File: config.mk
export PLATFORM = sky130hd
export DESIGN_NAME = csr_unit
export DESIGN_NICKNAME = d
export VERILOG_FILES = /design/src/rtl/csr_unit.sv
export SDC_FILE = /design/constraint.sdc
export NUM_CORES = 1
export LEC_CHECK = 0
export CORE_MARGIN = 5
export CORE_UTILIZATION = 49
export DETAILED_ROUTE_END_ITERATION = 7
export GPL_TIMING_DRIVEN = 1
export MAX_ROUTING_LAYER = met4
export PLACE_DENSITY = 0.8
export SYNTH_ARGS = -nofsm -noshare
export SYNTH_HDL_FRONTEND = slang
export SYNTH_SLANG_ARGS = --single-unit
export TNS_END_PERCENT = 30
File: constraint.sdc
create_clock -name clk -period 13.3 [get_ports clk]
set_input_delay 3.99 -clock clk [delete_from_list [all_inputs] [get_ports clk]]
set_output_delay 3.99 -clock clk [all_outputs]
set_load 0.01 [all_outputs]
File: src/rtl/csr_unit.sv
// Zicsr decoder and architectural CSR state (cycle/time, instret, mscratch).
// Optional mcountinhibit at 0x320 is built when CSR_COUNTER_INHIBIT_EN is defined.
module csr_unit #(
    parameter int          XLEN           = 32,
    parameter int          COUNTER_WIDTH  = 64,
    parameter logic [31:0] MSCRATCH_RESET = 32'h0000_0000
) (
    input  logic            clk,
    input  logic            resetn,
    input  logic            csr_valid,
    input  logic [2:0]      funct3,
    input  logic [11:0]     csr_addr,
    input  logic [4:0]      rs1_idx,
    input  logic [XLEN-1:0] rs1_data,
    input  logic            instr_retired,
    output logic [XLEN-1:0] csr_rdata,
    output logic            csr_illegal
);

    localparam int HI_W = COUNTER_WIDTH - 32;
    localparam logic [COUNTER_WIDTH-1:0] CNT_ONE = {{(COUNTER_WIDTH-1){1'b0}}, 1'b1};

    logic [COUNTER_WIDTH-1:0] cycle_q;
    logic [COUNTER_WIDTH-1:0] instret_q;
    logic [XLEN-1:0]          mscratch_q;
    logic [63:0]              cycle_ext;
    logic [63:0]              instret_ext;
    logic [XLEN-1:0]          operand;
    logic [XLEN-1:0]          old_val;
    logic [XLEN-1:0]          new_val;
    logic                     op_ok;
    logic                     wr_req;
    logic                     mapped;
    logic                     read_only;
    logic                     do_write;
    logic                     cy_run;
    logic                     ir_run;
    logic                     wr_mcycle_lo;
    logic                     wr_mcycle_hi;
    logic                     wr_minstret_lo;
    logic                     wr_minstret_hi;
    logic                     wr_mscratch;

`ifdef CSR_COUNTER_INHIBIT_EN
    logic                     cy_inhibit_q;
    logic                     ir_inhibit_q;
    logic                     wr_inhibit;
`endif

    // High-half reads zero-extend counters narrower than 64 bits.
    assign cycle_ext   = 64'(cycle_q);
    assign instret_ext = 64'(instret_q);

    always_comb begin
        op_ok     = funct3[1:0] != 2'b00;
        operand   = funct3[2] ? {{(XLEN-5){1'b0}}, rs1_idx} : rs1_data;
        wr_req    = (funct3[1:0] == 2'b01) || (rs1_idx != 5'd0);
        mapped    = 1'b1;
        read_only = 1'b0;
        old_val   = '0;
        case (csr_addr)
            12'hC00, 12'hC01: begin old_val = cycle_ext[31:0];    read_only = 1'b1; end
            12'hC80, 12'hC81: begin old_val = cycle_ext[63:32];   read_only = 1'b1; end
            12'hC02:          begin old_val = instret_ext[31:0];  read_only = 1'b1; end
            12'hC82:          begin old_val = instret_ext[63:32]; read_only = 1'b1; end
            12'hB00:          old_val = cycle_ext[31:0];
            12'hB80:          old_val = cycle_ext[63:32];
            12'hB02:          old_val = instret_ext[31:0];
            12'hB82:          old_val = instret_ext[63:32];
            12'h340:          old_val = mscratch_q;
`ifdef CSR_COUNTER_INHIBIT_EN
            12'h320:          old_val = {29'd0, ir_inhibit_q, 1'b0, cy_inhibit_q};
`endif
            default:          mapped = 1'b0;
        endcase

        csr_illegal = csr_valid && (!op_ok || !mapped || (read_only && wr_req));
        csr_rdata   = (csr_valid && !csr_illegal) ? old_val : '0;

        case (funct3[1:0])
            2'b01:   new_val = operand;
            2'b10:   new_val = old_val | operand;
            default: new_val = old_val & ~operand;
        endcase
        do_write = csr_valid && !csr_illegal && wr_req;
    end

    assign wr_mcycle_lo   = do_write && (csr_addr == 12'hB00);
    assign wr_mcycle_hi   = do_write && (csr_addr == 12'hB80);
    assign wr_minstret_lo = do_write && (csr_addr == 12'hB02);
    assign wr_minstret_hi = do_write && (csr_addr == 12'hB82);
    assign wr_mscratch    = do_write && (csr_addr == 12'h340);

`ifdef CSR_COUNTER_INHIBIT_EN
    assign wr_inhibit = do_write && (csr_addr == 12'h320);
    assign cy_run     = !cy_inhibit_q;
    assign ir_run     = !ir_inhibit_q && instr_retired;

    always_ff @(posedge clk or negedge resetn) begin
        if (!resetn) begin
            cy_inhibit_q <= 1'b0;
            ir_inhibit_q <= 1'b0;
        end else if (wr_inhibit) begin
            cy_inhibit_q <= new_val[0];
            ir_inhibit_q <= new_val[2];
        end
    end
`else
    assign cy_run = 1'b1;
    assign ir_run = instr_retired;
`endif

    // An explicit write to either half replaces that half and suppresses the increment.
    always_ff @(posedge clk or negedge resetn) begin
        if (!resetn) begin
            cycle_q    <= '0;
            instret_q  <= '0;
            mscratch_q <= MSCRATCH_RESET;
        end else begin
            if (wr_mcycle_lo)
                cycle_q[31:0] <= new_val;
            else if (wr_mcycle_hi)
                cycle_q[COUNTER_WIDTH-1:32] <= new_val[HI_W-1:0];
            else if (cy_run)
                cycle_q <= cycle_q + CNT_ONE;

            if (wr_minstret_lo)
                instret_q[31:0] <= new_val;
            else if (wr_minstret_hi)
                instret_q[COUNTER_WIDTH-1:32] <= new_val[HI_W-1:0];
            else if (ir_run)
                instret_q <= instret_q + CNT_ONE;

            if (wr_mscratch)
                mscratch_q <= new_val;
        end
    end

endmodule

[Word level (Yosys, flattened, before mapping)]
Index checks and enable logic that the tools add are counted.
Word-level totals
  word-level logic and storage cells: 66
  input port bits: 56
  memories: 0
  memory bits (writable): 0
  output and inout bits: 33
  register bits: 160
  latch bits: 0
  memory bits (read-only): 0
Operators by class
  equal/unequal tests: 15
  multiplexer cells: 13
  bitwise gates (word level): 4
  multipliers: 0
  $lt $le $gt $ge: 0
  div/mod/pow operators: 0
  add/subtract/negate cells: 2
  reduce and logical (&&, ||, !) cells: 27
  shift operators: 0
Operators with widths (number)
  32-bit 2-to-1 mux: 8
  32-bit case mux with 5 select lines: 1
  64-bit by 1-bit adder with 64-bit output (second input constant): 2
  12-bit == test (second input constant): 10
  64-bit 2-to-1 mux: 1
  32-bit case mux with 2 select lines: 1
  32-bit AND: 1
  32-bit inverter: 1
  32-bit OR: 1
  12-bit by 10-bit == test with 1-bit output (second input constant): 1
  11-bit OR reduction: 1
  1-bit logical AND: 9
  2-bit nonzero test: 3
  3-bit OR reduction: 2
  6-bit OR reduction: 1
  5-bit nonzero test: 1
  2-bit inequality test (second input constant): 2
  2-bit AND reduction: 2
  2-bit OR reduction: 2
  1-bit logical NOT: 3
  1-bit logical OR: 3
  2-bit by 1-bit == test with 1-bit output (second input constant): 1
  2-bit == test (second input constant): 1
  1-bit 2-to-1 mux: 2
  1-bit inverter: 1

[Logic depth before layout (Yosys ltp)]
  word-level depth: 13
  gate-level depth with buffers: 10

[Worst setup path after synthesis]
No wires, ideal clock.
  path kind: input -> output
  start: input port csr_addr[1]
  end: output port csr_rdata[24]
  path buffers: 4
  stages on the path: 9
  arrival time: 5860 ps
  slack: 3450 ps
  data required time: 9310 ps
  cell sequence: buf_4 > or4b_1 > buf_2 > a211o_1 > buf_4 > nand3_1 > nand3_1 > clkbuf_1 > a21oi_1
On the way
  word-level cells in the longest chain between the ends: 10
  elaborated cells on any way between the ends: 28
RTL lines
  start: declaration: RTL line 12  | input logic [11:0] csr_addr,
  12-bit == test / 12-bit by 10-bit == test with 1-bit output (equally long branches): RTL line 61  | case (csr_addr)
  11-bit OR reduction (no source line)
  1-bit 2-to-1 mux: RTL line 61
  1-bit logical NOT: RTL line 77  | csr_illegal = csr_valid && (!op_ok || !mapped || (read_only && wr_req));
  1-bit logical OR (2 in series): RTL line 77
  1-bit logical AND: RTL line 77
  1-bit logical NOT: RTL line 78  | csr_rdata = (csr_valid && !csr_illegal) ? old_val : '0;
  1-bit logical AND: RTL line 78
  32-bit 2-to-1 mux (*): RTL line 78
  end: declaration: RTL line 16  | output logic [XLEN-1:0] csr_rdata,
Every way passes the cells marked *; elsewhere a longest branch is shown, timed or not.

[Worst setup path in the final report]
  start: input port csr_addr[9]
  end: output port csr_rdata[4]
The elaborated chain is that of the path after synthesis.

==> impl_table.tex <==
\begin{tabular}{lr}
\hline
Metric & Value \\
\hline
\multicolumn{2}{l}{\textbf{Run status}} \\
Result of the run & complete, no violations \\
\multicolumn{2}{l}{\textbf{CTS}} \\
Maximum clock path buffer count & 2 \\
Total CTS buffers & 17 \\
TritonCTS clock tree & yes \\
Post-CTS clock slew at the launch and capture registers of the worst setup and hold paths & 0.06 ns \\
CTS root buf & sky130\_fd\_sc\_hd\_\_clkbuf\_16 \\
Hold\_buf cts & 0 \\
Total of cells resized after clock tree synthesis & 0 \\
Count of clock tree sinks & 160 \\
Post-CTS Repair Setup Buffers & 0 \\
H-tree level count & 4 \\
Insertion delay to the later sink of the worst-skew pair & $\sim$0.45 ns \\
\multicolumn{2}{l}{\textbf{Global route}} \\
Global-route usage over all layers & around 31\% \\
Overflow after GRT & 0 \\
Number of antenna violations at the first check in global routing & 0 \\
First-pass GRT wire length & 63600 um \\
Largest net degree at the start of global routing & around 110 \\
Vias in the first global route & 11069 \\
\multicolumn{2}{l}{\textbf{Worst setup path}} \\
Peak per-stage delay on the critical path & approximately 0.63 ns \\
Largest fanout of any net on the critical path & 29 \\
Count of cells along the worst register-to-register path & 7 \\
Start point of the critical path & csr\_addr[9] \\
Critical Setup Path Class & in -> out \\
Reg2Reg Launch Point & cycle\_ext[0]\$\_DFFE\_PN0P\_ \\
Destination of the worst register-to-register timing path & cycle\_ext[54]\$\_DFFE\_PN0N\_ \\
FF-to-FF setup slack & roughly 10 ns \\
Capturing instance or port of the critical path & csr\_rdata[4] \\
Type of destination of the critical path & output port \\
Cells along the critical path & clkdlybuf4s50\_1 > or4b\_1 > o22ai\_2 > nand2\_1 > buf\_4 > nand3\_1 > nand3\_1 > buf\_4 > a21oi\_1 > clkdlybuf4s50\_1 \\
Slowest-stage cell, CP & sky130\_fd\_sc\_hd\_\_or4b\_1 \\
Crit path launch type & input port \\
Req. time, crit path & a little over 9 ns \\
Arrival time reported for the critical path endpoint & approximately 7.5 ns \\
\multicolumn{2}{l}{\textbf{Drt}} \\
WL per Instance & around 24 um \\
Residual DRC & 0 \\
Initial DRC count & between 1500 and 2000 \\
Number of nets with antenna violations after routing & 0 \\
Wire length after detailed routing & slightly above 40000 um \\
Drt pass-1 iters & 6 \\
Per-cell via count in the routed design & between 6 and 7 \\
Number of vias in the routed layout & between 10000 and 15000 \\
\multicolumn{2}{l}{\textbf{Place}} \\
Count of input and output buffers & between 80 and 90 \\
Placement-stage worst setup slack & around 1.8 ns \\
Placer's final routability congestion estimate & about 1.0 \\
HPWL after detailed placement & roughly 30000 um \\
\multicolumn{2}{l}{\textbf{Floorplanning}} \\
Cell Rows & 56 \\
Floorplan die area & $\sim$27000 um2 \\
Die Ht & around 160 um \\
Die extent in x & 164 um \\
Starting Density & 49.7\% \\
Floorplan core area & 23500 um2 \\
Boundary Pins & slightly below 90 \\
\multicolumn{2}{l}{\textbf{Synth}} \\
Cell type with the highest aggregate area in the netlist & sky130\_fd\_sc\_hd\_\_dfrtp\_1 \\
Xor and xnor fraction of the mapped netlist area & under 10\% \\
Mapped Area & between 10000 and 15000 um2 \\
Synth cell types & 88 \\
EDFF count, synth & 0 \\
Number of warning messages in the yosys log & 0 \\
Share of cell area taken by muxes after synthesis & between 10\% and 20\% \\
Sequential cell area fraction in the yosys report & between 30\% and 40\% \\
Synth Area in Compound Gates & 19.2\% \\
Leading register cell type out of synthesis & sky130\_fd\_sc\_hd\_\_dfrtp\_1 \\
Fraction of registers with async set or reset after synthesis & 100\% \\
Cells after synthesis & 1365 \\
Mean instance size in the synthesized netlist & about 8.5 um2 \\
Synthesized flop and latch total & 160 \\
Area share of the largest cell type after synthesis & between 30\% and 40\% \\
Syn nets & 1426 \\
Main combinational cell family by area after synthesis & simple AND/OR/NAND/NOR gates \\
Cell types occupying the most area after synthesis & sky130\_fd\_sc\_hd\_\_dfrtp\_1 (34\%), sky130\_fd\_sc\_hd\_\_mux2i\_1 (9.7\%), sky130\_fd\_sc\_hd\_\_o21ai\_0 (3.7\%), sky130\_fd\_sc\_hd\_\_nand2\_1 (3.6\%), sky130\_fd\_sc\_hd\_\_nor2\_1 (3.6\%) \\
Share of synthesized cell area in full adder, half adder and majority cells & less than 1\% \\
Share of synthesized cell area in and, or, nand and nor gates & 26.7\% \\
\multicolumn{2}{l}{\textbf{STA}} \\
Final hold viol count & 0 \\
Setup total negative slack & 0 ns \\
Total of endpoints with negative setup slack in the final report & 0 \\
Worst clock skew on the final layout & around 0.010 ns \\
Count of pins over their slew limit & 0 \\
Least-Margin Pin Slew & $\sim$1.3 ns \\
Worst-case setup margin in the final layout & between 1.5 and 2 ns \\
Tmin final & around 12 ns \\
Worst slew margin & 16.1\% \\
Final worst path period share & $\sim$87\% \\
Max Clk Rate & between 0.08 and 0.09 GHz \\
Setup repair after global routing missed its margin & false \\
\multicolumn{2}{l}{\textbf{Finish}} \\
Total Nets Final & roughly 1500 \\
Proportion of layout cells with a drive suffix above 1 & roughly 7.6\% \\
Area added between synthesis and finish & 13.9\% \\
Count of antenna diodes in the layout & 0 \\
\multicolumn{2}{l}{\textbf{Job}} \\
Number of max-cap violations & 0 \\
\multicolumn{2}{l}{\textbf{Power}} \\
Power per standard cell area & 90.6 nW/um2 \\
Leakage dissipation & about 5 nW \\
Worst VDD drop & 0.0838 mV \\
\multicolumn{2}{l}{\textbf{Hold path}} \\
Hold/Removal Path Class & reg -> reg \\
\hline
\end{tabular}
==> critical path, delay by kind of cell <==
kind	cells	cell delay, ns
AOI/OAI and AO/OA	2	0.54
buffers and inverters	4	1.75
and+or+nand+nor	4	1.23
==> cells in the mapped netlist (12+ instances only) <==
| master | number |
|---|---|
| sky130_fd_sc_hd__or3_1 | 17 |
| sky130_fd_sc_hd__nor3_1 | 37 |
| sky130_fd_sc_hd__dfrtp_1 | 160 |
| sky130_fd_sc_hd__nor2_1 | 111 |
| sky130_fd_sc_hd__nand2_1 | 112 |
| sky130_fd_sc_hd__mux2_2 | 12 |
| sky130_fd_sc_hd__and4_1 | 15 |
| sky130_fd_sc_hd__nor4_1 | 33 |
| sky130_fd_sc_hd__mux2i_1 | 113 |
| sky130_fd_sc_hd__a211oi_1 | 12 |
| sky130_fd_sc_hd__buf_2 | 23 |
| sky130_fd_sc_hd__nor2b_1 | 26 |
| sky130_fd_sc_hd__nand2b_1 | 34 |
| sky130_fd_sc_hd__nand3_1 | 62 |
| sky130_fd_sc_hd__a21oi_1 | 60 |
| sky130_fd_sc_hd__o21ai_0 | 86 |
| sky130_fd_sc_hd__xnor2_1 | 44 |
| sky130_fd_sc_hd__o211ai_1 | 27 |
| sky130_fd_sc_hd__a2bb2oi_1 | 24 |
| sky130_fd_sc_hd__and3_1 | 25 |
| sky130_fd_sc_hd__nand4_1 | 43 |
| sky130_fd_sc_hd__a31oi_1 | 34 |
| sky130_fd_sc_hd__clkbuf_1 | 56 |
| sky130_fd_sc_hd__xor2_1 | 13 |
| sky130_fd_sc_hd__inv_1 | 22 |
==> flip-flops by register name, indices dropped and copies added, names as in the netlist <==
register     count
cycle_ext       64
mscratch_q      32
instret_ext     64
==> layout by cell type, fill, tap and decap left out, types with 9 or more instances in the layout <==
cell type and n:
sky130_fd_sc_hd__buf_4 19, sky130_fd_sc_hd__nand4_1 43, sky130_fd_sc_hd__clkbuf_16 17, sky130_fd_sc_hd__nor2_1 110, sky130_fd_sc_hd__dfrtp_1 160, sky130_fd_sc_hd__o21ai_0 86, sky130_fd_sc_hd__mux2i_1 113, sky130_fd_sc_hd__o221ai_1 9
sky130_fd_sc_hd__a2bb2oi_1 24, sky130_fd_sc_hd__or4_1 9, sky130_fd_sc_hd__mux2_2 12, sky130_fd_sc_hd__nor4_1 33, sky130_fd_sc_hd__or3_1 17, sky130_fd_sc_hd__inv_1 22, sky130_fd_sc_hd__a211oi_1 12, sky130_fd_sc_hd__a31oi_1 34
sky130_fd_sc_hd__o211ai_1 27, sky130_fd_sc_hd__and4_1 15, sky130_fd_sc_hd__a21oi_1 60, sky130_fd_sc_hd__nor3_1 37, sky130_fd_sc_hd__xnor2_1 44, sky130_fd_sc_hd__nand2_1 112, sky130_fd_sc_hd__nand2b_1 34, sky130_fd_sc_hd__nor2b_1 26
sky130_fd_sc_hd__clkdlybuf4s50_1 86, sky130_fd_sc_hd__nand3_1 62, sky130_fd_sc_hd__xor2_1 13, sky130_fd_sc_hd__and3_1 25
==> through the flow <==
stage	std cells	power [mW]	utilization (%)	hold WS (ns)	area (um2)
2_1_floorplan	1365	0.646	-	0.450	11700
3_3_place_gp	1700	0.716	54.2	0.461	12700
3_5_place_dp	1700	0.720	54.2	0.471	12700
4_1_cts	1732	1.20	56.6	0.486	13300
5_1_grt	1732	1.24	56.6	0.499	13300
6_report	1732	1.20	56.6	0.484	13300
==> final cells by class <==
type	count	area, um2
clock buffers	19	443
clock inverters	13	125
fillers	2068	10200
inverters	22	82.6
multi-input cells	1093	7220
flip-flops and latches	160	4000
well taps	319	399
repair buffers	106	1010
==> worst min path at each step <==
| stage | from | to | slack [ns] | depth (start not counted) |
|---|---|---|---|---|
| 3_5_place_dp | mscratch_q[14]$_DFFE_PN0P_ | mscratch_q[14]$_DFFE_PN0P_ | 0.47 | 2 |
| 5_1_grt | mscratch_q[10]$_DFFE_PN0P_ | mscratch_q[10]$_DFFE_PN0P_ | 0.50 | 2 |
| 2_1_floorplan | mscratch_q[0]$_DFFE_PN0P_ | mscratch_q[0]$_DFFE_PN0P_ | 0.45 | 2 |
| 3_3_place_gp | mscratch_q[18]$_DFFE_PN0P_ | mscratch_q[18]$_DFFE_PN0P_ | 0.46 | 2 |
| 4_1_cts | mscratch_q[16]$_DFFE_PN0P_ | mscratch_q[16]$_DFFE_PN0P_ | 0.49 | 2 |
| 6_report | mscratch_q[16]$_DFFE_PN0P_ | mscratch_q[16]$_DFFE_PN0P_ | 0.48 | 2 |
==> per-layer routing <==
metal  wire length (um)  global-route usage (%)
met4               1390                    10.0
met5                  0                       -
met1              16100                    41.0
met3               4580                    6.88
met2              18900                    47.9
==> logic make-up (layout without fill, tap and decap cells) <==
logic type / Yosys count / after routing
compound gates: 330 / 330
xor+xnor: 57 / 57
fa+ha+maj: 5 / 5
buf+inv: 112 / 160
flops: 160 / 160
mux: 126 / 126
simple gates: 575 / 575
==> power breakdown <==
part / leakage (nW) / total, mW / internal [mW] / switching (mW)
clock: 0.269 / 0.487 / 0.266 / 0.221
sequential: 2.02 / 0.549 / 0.511 / 0.0377
combinational: 2.69 / 0.168 / 0.0680 / 0.0998
(Power assumes the default switching activity.)
